### config.mk
export PLATFORM = sky130hd
export DESIGN_NAME = control_sequencer
export DESIGN_NICKNAME = d
export VERILOG_FILES = /design/src/rtl/cpu_pkg.sv /design/src/rtl/mem_wait_timer.sv /design/src/rtl/control_sequencer.sv
export SDC_FILE = /design/constraint.sdc
export NUM_CORES = 1
export LEC_CHECK = 0
export BUFFER_PORTS_ARGS = -buffer_cell sky130_fd_sc_hd__buf_2
export CAP_MARGIN = 20
export CORE_MARGIN = 1.5
export CORE_UTILIZATION = 30
export DETAILED_ROUTE_END_ITERATION = 7
export HOLD_SLACK_MARGIN = 0.08
export PLACE_DENSITY = 0.58
export REMOVE_ABC_BUFFERS = 1
export SLEW_MARGIN = 10
export SYNTH_ARGS = -nofsm -noshare
export SYNTH_HDL_FRONTEND = slang
export SYNTH_HIERARCHICAL = 1
export SYNTH_SLANG_ARGS = --single-unit
### constraint.sdc
create_clock -name CLOCK -period 2.7 [get_ports CLOCK]
set_input_delay 0.135 -clock CLOCK [delete_from_list [all_inputs] [get_ports CLOCK]]
set_output_delay 0.135 -clock CLOCK [all_outputs]
set_load 0.02 [all_outputs]
### src/rtl/cpu_pkg.sv
// Shared encodings for the control sequencer: FSM states, opcodes, B-bus
// source selects and ALU operations.
package cpu_pkg;

    typedef enum logic [4:0] {
        S_IDLE       = 5'd0,
        S_FETCH      = 5'd1,
        S_FETCH_WAIT = 5'd2,
        S_DECODE     = 5'd3,
        S_EXEC       = 5'd4,
        S_MEM_WAIT   = 5'd5,
        S_JMP_RD     = 5'd6,
        S_SKIP       = 5'd7,
        S_HALT       = 5'd8,
        S_FAULT      = 5'd9
    } state_e;

    typedef enum logic [4:0] {
        OP_NOP    = 5'h00,
        OP_CLAC   = 5'h01,
        OP_MVR    = 5'h02,
        OP_MVTR   = 5'h03,
        OP_MVAR   = 5'h04,
        OP_MVACR  = 5'h05,
        OP_MVACTR = 5'h06,
        OP_MVACAR = 5'h07,
        OP_INCAR  = 5'h08,
        OP_INCR   = 5'h09,
        OP_ADD    = 5'h0A,
        OP_SUB    = 5'h0B,
        OP_MUL4   = 5'h0C,
        OP_DIV2   = 5'h0D,
        OP_LDAC   = 5'h0E,
        OP_STAC   = 5'h0F,
        OP_JPNZ   = 5'h10,
        OP_JPZ    = 5'h11,
        OP_END    = 5'h12
    } opcode_e;

    typedef enum logic [3:0] {
        BUS_RAM = 4'd0,
        BUS_PC  = 4'd1,
        BUS_GPR = 4'd2,
        BUS_TR  = 4'd4,
        BUS_AC  = 4'd6,
        BUS_IR  = 4'd7,
        BUS_AR  = 4'd8
    } bus_sel_e;

    typedef enum logic [2:0] {
        ALU_ADD  = 3'd0,
        ALU_SUB  = 3'd1,
        ALU_PASS = 3'd2,
        ALU_ZERO = 3'd3,
        ALU_MUL4 = 3'd5,
        ALU_DIV2 = 3'd6
    } alu_op_e;

    // Opcodes are packed densely from zero, so anything past END is illegal.
    function automatic logic is_defined(input logic [4:0] opc);
        return opc <= 5'(OP_END);
    endfunction

endpackage

### src/rtl/mem_wait_timer.sv
// Counts consecutive stalled memory-request cycles and flags the cycle in
// which the stall count reaches WAIT_LIMIT.
module mem_wait_timer #(
    parameter int WAIT_LIMIT = 15
) (
    input  logic clk,
    input  logic rst_n,
    input  logic active,
    input  logic ready,
    output logic timeout
);

    localparam int CNT_W = $clog2(WAIT_LIMIT + 1);

    logic [CNT_W-1:0] count;
    logic             stalled;

    assign stalled = active & ~ready;

    // NOTE: sequential state uses non-blocking assignments so every flop
    // samples pre-edge values regardless of block ordering.
    always_ff @(posedge clk or negedge rst_n) begin
        if (!rst_n)
            count <= '0;
        else if (stalled)
            count <= count + 1'b1;
        else
            count <= '0;
    end

    assign timeout = stalled && (count == CNT_W'(WAIT_LIMIT - 1));

endmodule

### src/rtl/control_sequencer.sv
// Microcoded-style control FSM: fetch/decode/execute with memory handshakes,
// conditional jumps, and a wait-timeout fault path.
module control_sequencer
    import cpu_pkg::*;
#(
    parameter int INSTR_W    = 8,
    parameter int OPC_W      = 5,
    parameter int NUM_GPR    = 4,
    parameter int WAIT_LIMIT = 15
) (
    input  logic               CLOCK,
    input  logic               RESET_N,
    input  logic               START,
    input  logic [INSTR_W-1:0] INSTRUCTION,
    input  logic               FLAG_Z,
    input  logic               MEM_READY,
    output logic               MEM_RD,
    output logic               MEM_WR,
    output logic [3:0]         BUS_SEL,
    output logic [2:0]         ALU_OP,
    output logic               LD_IR,
    output logic               LD_PC,
    output logic               LD_AR,
    output logic               LD_TR,
    output logic               LD_AC,
    output logic               INC_PC,
    output logic               INC_AR,
    output logic [NUM_GPR-1:0] LD_GPR,
    output logic [NUM_GPR-1:0] INC_GPR,
    output logic               FINISH,
    output logic               ERROR,
    output logic [4:0]         STATE
);

    localparam int IDX_W = (NUM_GPR > 1) ? $clog2(NUM_GPR) : 1;

    state_e             state, state_n;
    opcode_e            opc;
    logic [OPC_W-1:0]   opc_field;
    logic [IDX_W-1:0]   idx;
    logic [NUM_GPR-1:0] gpr_onehot;
    logic               timeout;
    logic               unused_instr;

    assign opc_field    = INSTRUCTION[INSTR_W-1 -: OPC_W];
    assign opc          = opcode_e'(5'(opc_field));
    assign idx          = INSTRUCTION[IDX_W-1:0];
    assign gpr_onehot   = NUM_GPR'(1) << idx;
    assign unused_instr = ^INSTRUCTION;
    assign STATE        = state;

    mem_wait_timer #(.WAIT_LIMIT(WAIT_LIMIT)) u_timer (
        .clk     (CLOCK),
        .rst_n   (RESET_N),
        .active  (MEM_RD | MEM_WR),
        .ready   (MEM_READY),
        .timeout (timeout)
    );

    always_ff @(posedge CLOCK or negedge RESET_N) begin
        if (!RESET_N)
            state <= S_IDLE;
        else
            state <= state_n;
    end

    always_comb begin
        state_n = state;
        case (state)
            S_IDLE:       if (START) state_n = S_FETCH;
            S_FETCH:      state_n = S_FETCH_WAIT;
            S_FETCH_WAIT: if (MEM_READY) state_n = S_DECODE;
            S_DECODE:     state_n = is_defined(opc) ? S_EXEC : S_FAULT;
            S_EXEC: begin
                case (opc)
                    OP_LDAC, OP_STAC: state_n = S_MEM_WAIT;
                    OP_JPNZ:          state_n = FLAG_Z ? S_SKIP : S_JMP_RD;
                    OP_JPZ:           state_n = FLAG_Z ? S_JMP_RD : S_SKIP;
                    OP_END:           state_n = S_HALT;
                    default:          state_n = S_FETCH;
                endcase
            end
            S_MEM_WAIT:   if (MEM_READY) state_n = S_FETCH;
            S_JMP_RD:     if (MEM_READY) state_n = S_FETCH;
            S_SKIP:       state_n = S_FETCH;
            S_HALT:       state_n = S_HALT;
            S_FAULT:      state_n = S_FAULT;
            default:      state_n = S_FAULT;
        endcase
        if (timeout)
            state_n = S_FAULT;
    end

    // NOTE: every output gets a default before the case so no path leaves
    // one unassigned, which would otherwise infer a latch.
    always_comb begin
        MEM_RD  = 1'b0;
        MEM_WR  = 1'b0;
        BUS_SEL = BUS_RAM;
        ALU_OP  = ALU_PASS;
        LD_IR   = 1'b0;
        LD_PC   = 1'b0;
        LD_AR   = 1'b0;
        LD_TR   = 1'b0;
        LD_AC   = 1'b0;
        INC_PC  = 1'b0;
        INC_AR  = 1'b0;
        LD_GPR  = '0;
        INC_GPR = '0;
        FINISH  = 1'b0;
        ERROR   = 1'b0;
        case (state)
            S_FETCH: begin
                BUS_SEL = BUS_PC;
                MEM_RD  = 1'b1;
            end
            S_FETCH_WAIT: begin
                MEM_RD = 1'b1;
                if (MEM_READY) begin
                    LD_IR  = 1'b1;
                    INC_PC = 1'b1;
                end else begin
                    BUS_SEL = BUS_PC;
                end
            end
            S_EXEC: begin
                case (opc)
                    OP_CLAC:   begin ALU_OP = ALU_ZERO; LD_AC = 1'b1; end
                    OP_MVR:    begin BUS_SEL = BUS_GPR; LD_AC = 1'b1; end
                    OP_MVTR:   begin BUS_SEL = BUS_TR;  LD_AC = 1'b1; end
                    OP_MVAR:   begin BUS_SEL = BUS_AR;  LD_AC = 1'b1; end
                    OP_MVACR:  begin BUS_SEL = BUS_AC;  LD_GPR = gpr_onehot; end
                    OP_MVACTR: begin BUS_SEL = BUS_AC;  LD_TR = 1'b1; end
                    OP_MVACAR: begin BUS_SEL = BUS_AC;  LD_AR = 1'b1; end
                    OP_INCAR:  INC_AR = 1'b1;
                    OP_INCR:   INC_GPR = gpr_onehot;
                    OP_ADD:    begin BUS_SEL = BUS_GPR; ALU_OP = ALU_ADD; LD_AC = 1'b1; end
                    OP_SUB:    begin BUS_SEL = BUS_GPR; ALU_OP = ALU_SUB; LD_AC = 1'b1; end
                    OP_MUL4:   begin ALU_OP = ALU_MUL4; LD_AC = 1'b1; end
                    OP_DIV2:   begin ALU_OP = ALU_DIV2; LD_AC = 1'b1; end
                    OP_LDAC:   begin BUS_SEL = BUS_AR;  MEM_RD = 1'b1; end
                    OP_STAC:   begin BUS_SEL = BUS_AC;  MEM_WR = 1'b1; end
                    default:   ;
                endcase
            end
            S_MEM_WAIT: begin
                // Only LDAC and STAC reach this state.
                if (opc == OP_STAC) begin
                    BUS_SEL = BUS_AC;
                    MEM_WR  = 1'b1;
                end else begin
                    MEM_RD = 1'b1;
                    if (MEM_READY)
                        LD_AC = 1'b1;
                    else
                        BUS_SEL = BUS_AR;
                end
            end
            S_JMP_RD: begin
                MEM_RD = 1'b1;
                if (MEM_READY)
                    LD_PC = 1'b1;
                else
                    BUS_SEL = BUS_PC;
            end
            S_SKIP:  INC_PC = 1'b1;
            S_HALT:  FINISH = 1'b1;
            S_FAULT: ERROR  = 1'b1;
            default: ;
        endcase
    end

endmodule

After elaboration in Yosys (flattened, before gate mapping)
Cells that the tools add are included.
{"block": "totals", "register_bits": 9, "wordCells": 92}
{"block": "classes", "addsub": 1, "magnitude_cmp": 1, "n_eq_ne": 31, "shifts": 1, "mux": 41, "bitwise": 3, "n_reduce_logical": 12}
{"op": "$eq 5x4->1 const B", "n": 10}
{"op": "$pmux 4 s4", "n": 3}
{"op": "$eq 5x3->1 const B", "n": 8}
{"op": "$pmux 5 s8", "n": 1}
{"op": "$mux 4", "n": 8}
{"op": "$eq 5x2->1 const B", "n": 4}
{"op": "$mux 1", "n": 20}
{"op": "$mux 5", "n": 4}
{"op": "$eq 5x5->1 const B", "n": 3}
{"op": "$pmux 3 s5", "n": 1}
{"op": "$eq 5x1->1 const B", "n": 2}
{"op": "$reduce_or 2->1", "n": 5}
{"op": "$reduce_or 8->1", "n": 1}
{"op": "$ne 3x3->1 const B", "n": 2}
{"op": "$reduce_or 3->1", "n": 2}
{"op": "$le 5x5->1 const B", "n": 1}
{"op": "$logic_not 5->1", "n": 1}
{"op": "$add 4x1->4 const B", "n": 1}
{"op": "$eq 4x4->1 const B", "n": 1}
{"op": "$pmux 1 s2", "n": 2}
{"op": "$reduce_or 4->1", "n": 1}
{"op": "$shl 1x2->4 const A", "n": 1}
{"op": "$mux 3", "n": 1}
{"op": "$ne 3x1->1 const B", "n": 1}
{"op": "other kinds (6)", "n": 6}

Longest topological paths before layout
{"block": "depth", "ltp_word": 8, "depth_mapped": 10, "ltp_nobuf": 8}

Hierarchy
Netlist, hierarchy kept.
{"mod": "control_sequencer", "instances": 1, "cells_each": 132, "area_per_inst_um2": 857.1, "seq_area_each_um2": 100.1}
{"mod": "mem_wait_timer", "instances": 1, "cells_each": 18, "area_per_inst_um2": 196.4, "seq_area_each_um2": 100.1}

Worst setup path before layout
No wires, ideal clock.
{"block": "synth_timing", "path_type": "reg2reg", "from": "register state[0], in the netlist STATE[0]", "to": "register state[2], in the netlist STATE[2]", "setup_time_ns": 0.083, "t_arrival_ns": 1.957, "path_slack_ns": 0.660, "stages_incl_launch_ff": 9, "period_less_slack_ns": 2.040, "cell_sequence": "dfrtp_1 buf_2 clkbuf_1 nand2_1 nor3b_1 or2b_1 nor2_1 or4_1 o21ai_0"}
{"block": "synth_between", "elab_chain_len": 8, "word_cells_on_any_way": 23}
{"item": "from (decl)", "line_no": "control_sequencer.sv:37", "text": "state_e state, state_n;"}
{"item": "from (signal assigned)", "line_no": "control_sequencer.sv:64", "text": "state <= state_n;"}
{"item": "$eq 5x3->1, or another cell as far along", "line_no": "control_sequencer.sv:112", "text": "case (state)"}
{"item": "$reduce_or 3->1 (no source line) or $reduce_or 2->1 (tied branches)"}
{"item": "$pmux 1 s3 or $mux 1 (tied branches)"}
{"item": "$or 1x1->1 *", "line_no": "control_sequencer.sv:55", "text": ".active (MEM_RD | MEM_WR),"}
{"item": "$and 1x1->1 *", "line_no": "mem_wait_timer.sv:18", "text": "assign stalled = active & ~ready;"}
{"item": "$logic_and 1x1->1 *", "line_no": "mem_wait_timer.sv:31", "text": "assign timeout = stalled && (count == CNT_W'(WAIT_LIMIT - 1));"}
{"item": "via timeout", "line_no": "control_sequencer.sv:42", "text": "logic timeout;"}
{"item": "$ne 3x3->1 (no source line) or $ne 3x1->1 (tied branches)"}
{"item": "$reduce_and 3->1 (no source line)"}
The timed path passes the listed nets; every way through them passes the cells marked *.
A chain may end at the register's enable or synchronous reset.

Worst setup path in the final report
{"block": "layout_timing", "from": "register state[3], in the netlist STATE[3]", "to": "output BUS_SEL[1]"}
{"block": "layout_between", "elab_chain_len": 3, "word_cells_on_any_way": 7}
{"item": "$eq 5x3->1 or $eq 5x2->1 (tied branches)", "line_no": "control_sequencer.sv:112"}
{"item": "$reduce_or 2->1 (no source line)"}
{"item": "$pmux 4 s4 *", "line_no": "control_sequencer.sv:112"}
{"item": "to (decl)", "line_no": "control_sequencer.sv:19", "text": "output logic [3:0] BUS_SEL,"}
Mark *: on every way between the ends. The rest lies on a longest branch, timed or not.

==> impl_metrics.json <==
{
  "drv_cap": 0,
  "synth_edf_count": 0,
  "worstSkewPairLatency_ns": 0.26,
  "r2r_setup_slack_ns": 0.57,
  "crit_family": "simple AND/OR/NAND/NOR gates",
  "cts.htree.levels": 1,
  "slowest_stage": "dfrtp_1",
  "dieArea_um2": 3876,
  "cts_root_buf": "clkbuf_4",
  "grt_pass1_wl_um": 4464,
  "worst-r2r-cell-count": 8,
  "grt_pass1_vias": 991,
  "fin_tns_setup_ns": 0,
  "grt_max_degree": 19,
  "worst_slack_ns": 0.5041,
  "ir_drop_mv": 0.1568,
  "ys.flop_type": "dfrtp_1",
  "netlist_area_um2": 1054,
  "die_h_um": 62.26,
  "cts_sinks": 8,
  "clockBufferDepth": 2,
  "diodes": 0,
  "grt_remaining_overflow": 0,
  "drc_errors": 0,
  "totalWireLength_um": 2858,
  "rsz0062_at_grt": "false",
  "arrival_ns": 2.06,
  "antenna_found_initial": 0,
  "setup_viol": 0,
  "setup.worst_path.class": "flip-flop to output pin",
  "nets": 199,
  "vias": 1203,
  "ys_seq_area_frac": 0.1900,
  "cp_cell_sequence": "nand2b_1 -> or3_4 -> o31ai_2 -> buf_2",
  "powerDensity_nw_per_um2": 550.8,
  "rows": 21,
  "start_util": 0.3132,
  "maxSlewHeadroom": 0.6650,
  "cts_tree": "done",
  "clock.fmax_mhz": 455.4,
  "grt_usage": 0.1359,
  "clkTransAtPathRegs_ns": 0.06,
  "worstPathMaxFanout": 12,
  "post_cts_resized": 0,
  "final_cells": 228,
  "synth_seq_cells": 8,
  "whs_ns": 0.2498,
  "viasPerCell": 5.276,
  "cts_inserted_buffers": 3,
  "worstPathRequired_ns": 2.57,
  "cp-startpoint": "STATE[3]",
  "drive_above_1_share": 0.2912,
  "crit_path_start_kind": "flip-flop",
  "cpPeakStageDelay_ns": 0.50,
  "hold_path.class": "input pin to asynchronous set/reset pin",
  "core_um2": 3363,
  "r2r-start": "STATE[1]",
  "rr_endpoint": "STATE[2]",
  "antenna_left": 0,
  "hold_viol": 0,
  "gp_congestion": 0.7699,
  "finalCritPeriodShare": 0.8133,
  "path_buf_inv": 1,
  "wl_per_cell_um": 12.54,
  "cp-end-kind": "output pin",
  "portBuffers": 41,
  "drt_iter0_drc": 47,
  "syn_avg_cell_area_um2": 7.023,
  "dp_slack_ns": 0.5442,
  "syn_to_final_growth_pct": 22.33,
  "fin_crit_ns": 2.196,
  "die_w_um": 62.26,
  "slew_violations": 0,
  "synthCells": 150,
  "dr.pass1.iters": 4,
  "async_reset_ff_frac": 1.000,
  "dpl.hpwl_um": 2088,
  "num_io_pins": 44,
  "tightest_slew_ns": 0.4980,
  "clock_skew_ns": 0.009637,
  "ys.warnings.count": 6,
  "status": "completed",
  "yosysUniqueCellTypes": 53,
  "leakage_nw": 0.5703,
  "post-place-cells": 224
}
==> repair_timing <==
action | 4_1_cts | 5_1_grt
buffers inserted | 0 | 0
hold buffers | 1 | 0
endpoints found under the hold margin | 8 | 0
==> cell usage in the layout (no fill, tap or decap), types with 4 or more instances in the layout <==
cell type and instances:
a21oi_1 6, buf_2 41, buf_4 4, dfrtp_1 8, nand2_1 11, nand2b_1 7
nand3_1 5, nor2_1 23, nor3_1 10, o21ai_0 5, xnor2_1 4
==> flip-flops by register name (all words and copies together) (netlist names) <==
name,flops
STATE,4
u_timer/count,4
==> cells by family after synthesis <==
family                     count (synthesis)  share of synthesized area
buffers and inverters                     20                    0.09619
DFF                                        8                     0.1900
AOI/OAI and AO/OA                         32                     0.2209
other                                      1                   0.003560
and+or+nand+nor                           81                     0.4133
adders and majority gates                  2                    0.02375
xor gates and xnor gates                   4                    0.03325
muxes                                      2                    0.01900
==> worst max-delay path by stage <==
stage            endpoint  slack, ns  cells after the start
2_1_floorplan    STATE[2]       0.57                      8
4_1_cts        BUS_SEL[1]       0.52                      4
6_report       BUS_SEL[1]       0.50                      4
3_3_place_gp     STATE[2]       0.58                      9
5_1_grt          STATE[2]       0.36                      8
3_5_place_dp     STATE[2]       0.54                      9
==> Yosys cell counts (2+ instances only) <==
cell type	count	area [um^2]
mux2i_1	2	20.02
nor2b_1	3	18.77
o2bb2ai_1	2	17.52
ha_1	2	25.02
nand3b_1	3	22.52
xnor2_1	4	35.03
buf_1	2	7.510
o21ai_0	5	25.02
buf_6	2	22.52
nor3_1	10	50.05
clkbuf_1	8	30.03
nor4b_1	2	17.52
nand2_1	11	41.29
nor3b_1	3	22.52
inv_1	3	11.26
nand3_1	5	25.02
nand2b_1	7	43.79
a31oi_1	3	18.77
nand4_1	2	12.51
buf_2	3	15.01
buf_4	2	15.01
nor2_1	23	86.33
a21oi_1	6	30.03
dfrtp_1	8	200.2
==> metrics by stage <==
| stage | area, um^2 | power [W] | util |
|---|---|---|---|
| after floorplan | 963.4 | 0.0004693 | - |
| after global placement | 1256 | 0.0006135 | 0.3735 |
| after detailed placement | 1256 | 0.0006122 | 0.3735 |
| after CTS | 1289 | 0.0007120 | 0.3832 |
| after global routing | 1289 | 0.0007663 | 0.3832 |
| final | 1289 | 0.0007098 | 0.3832 |
==> routing by layer <==
layer	vias to the layer above	global-route usage	part of all wire
met5	-	0	0
met4	0	0.03611	0.0059
met3	3	0.01812	0.069
met2	55	0.2106	0.43
met1	543	0.1980	0.49
li1	602	-	-
==> area by class of cell <==
class	instances	area, um^2
clock buffer	3	22.52
fill	378	2074
inverter	3	11.26
multi-input combinational	122	752.0
sequential	8	200.2
tap	46	57.56
timing repair buffer	46	245.2
==> report_power, final <==
group / internal, W / switching, W
sequential: 0.000141 / 0.0000387
clock: 0.0000511 / 0.0000435
combinational: 0.000173 / 0.000262
total: 0.000366 / 0.000344
No activity file was read; power rests on OpenSTA's default activity.
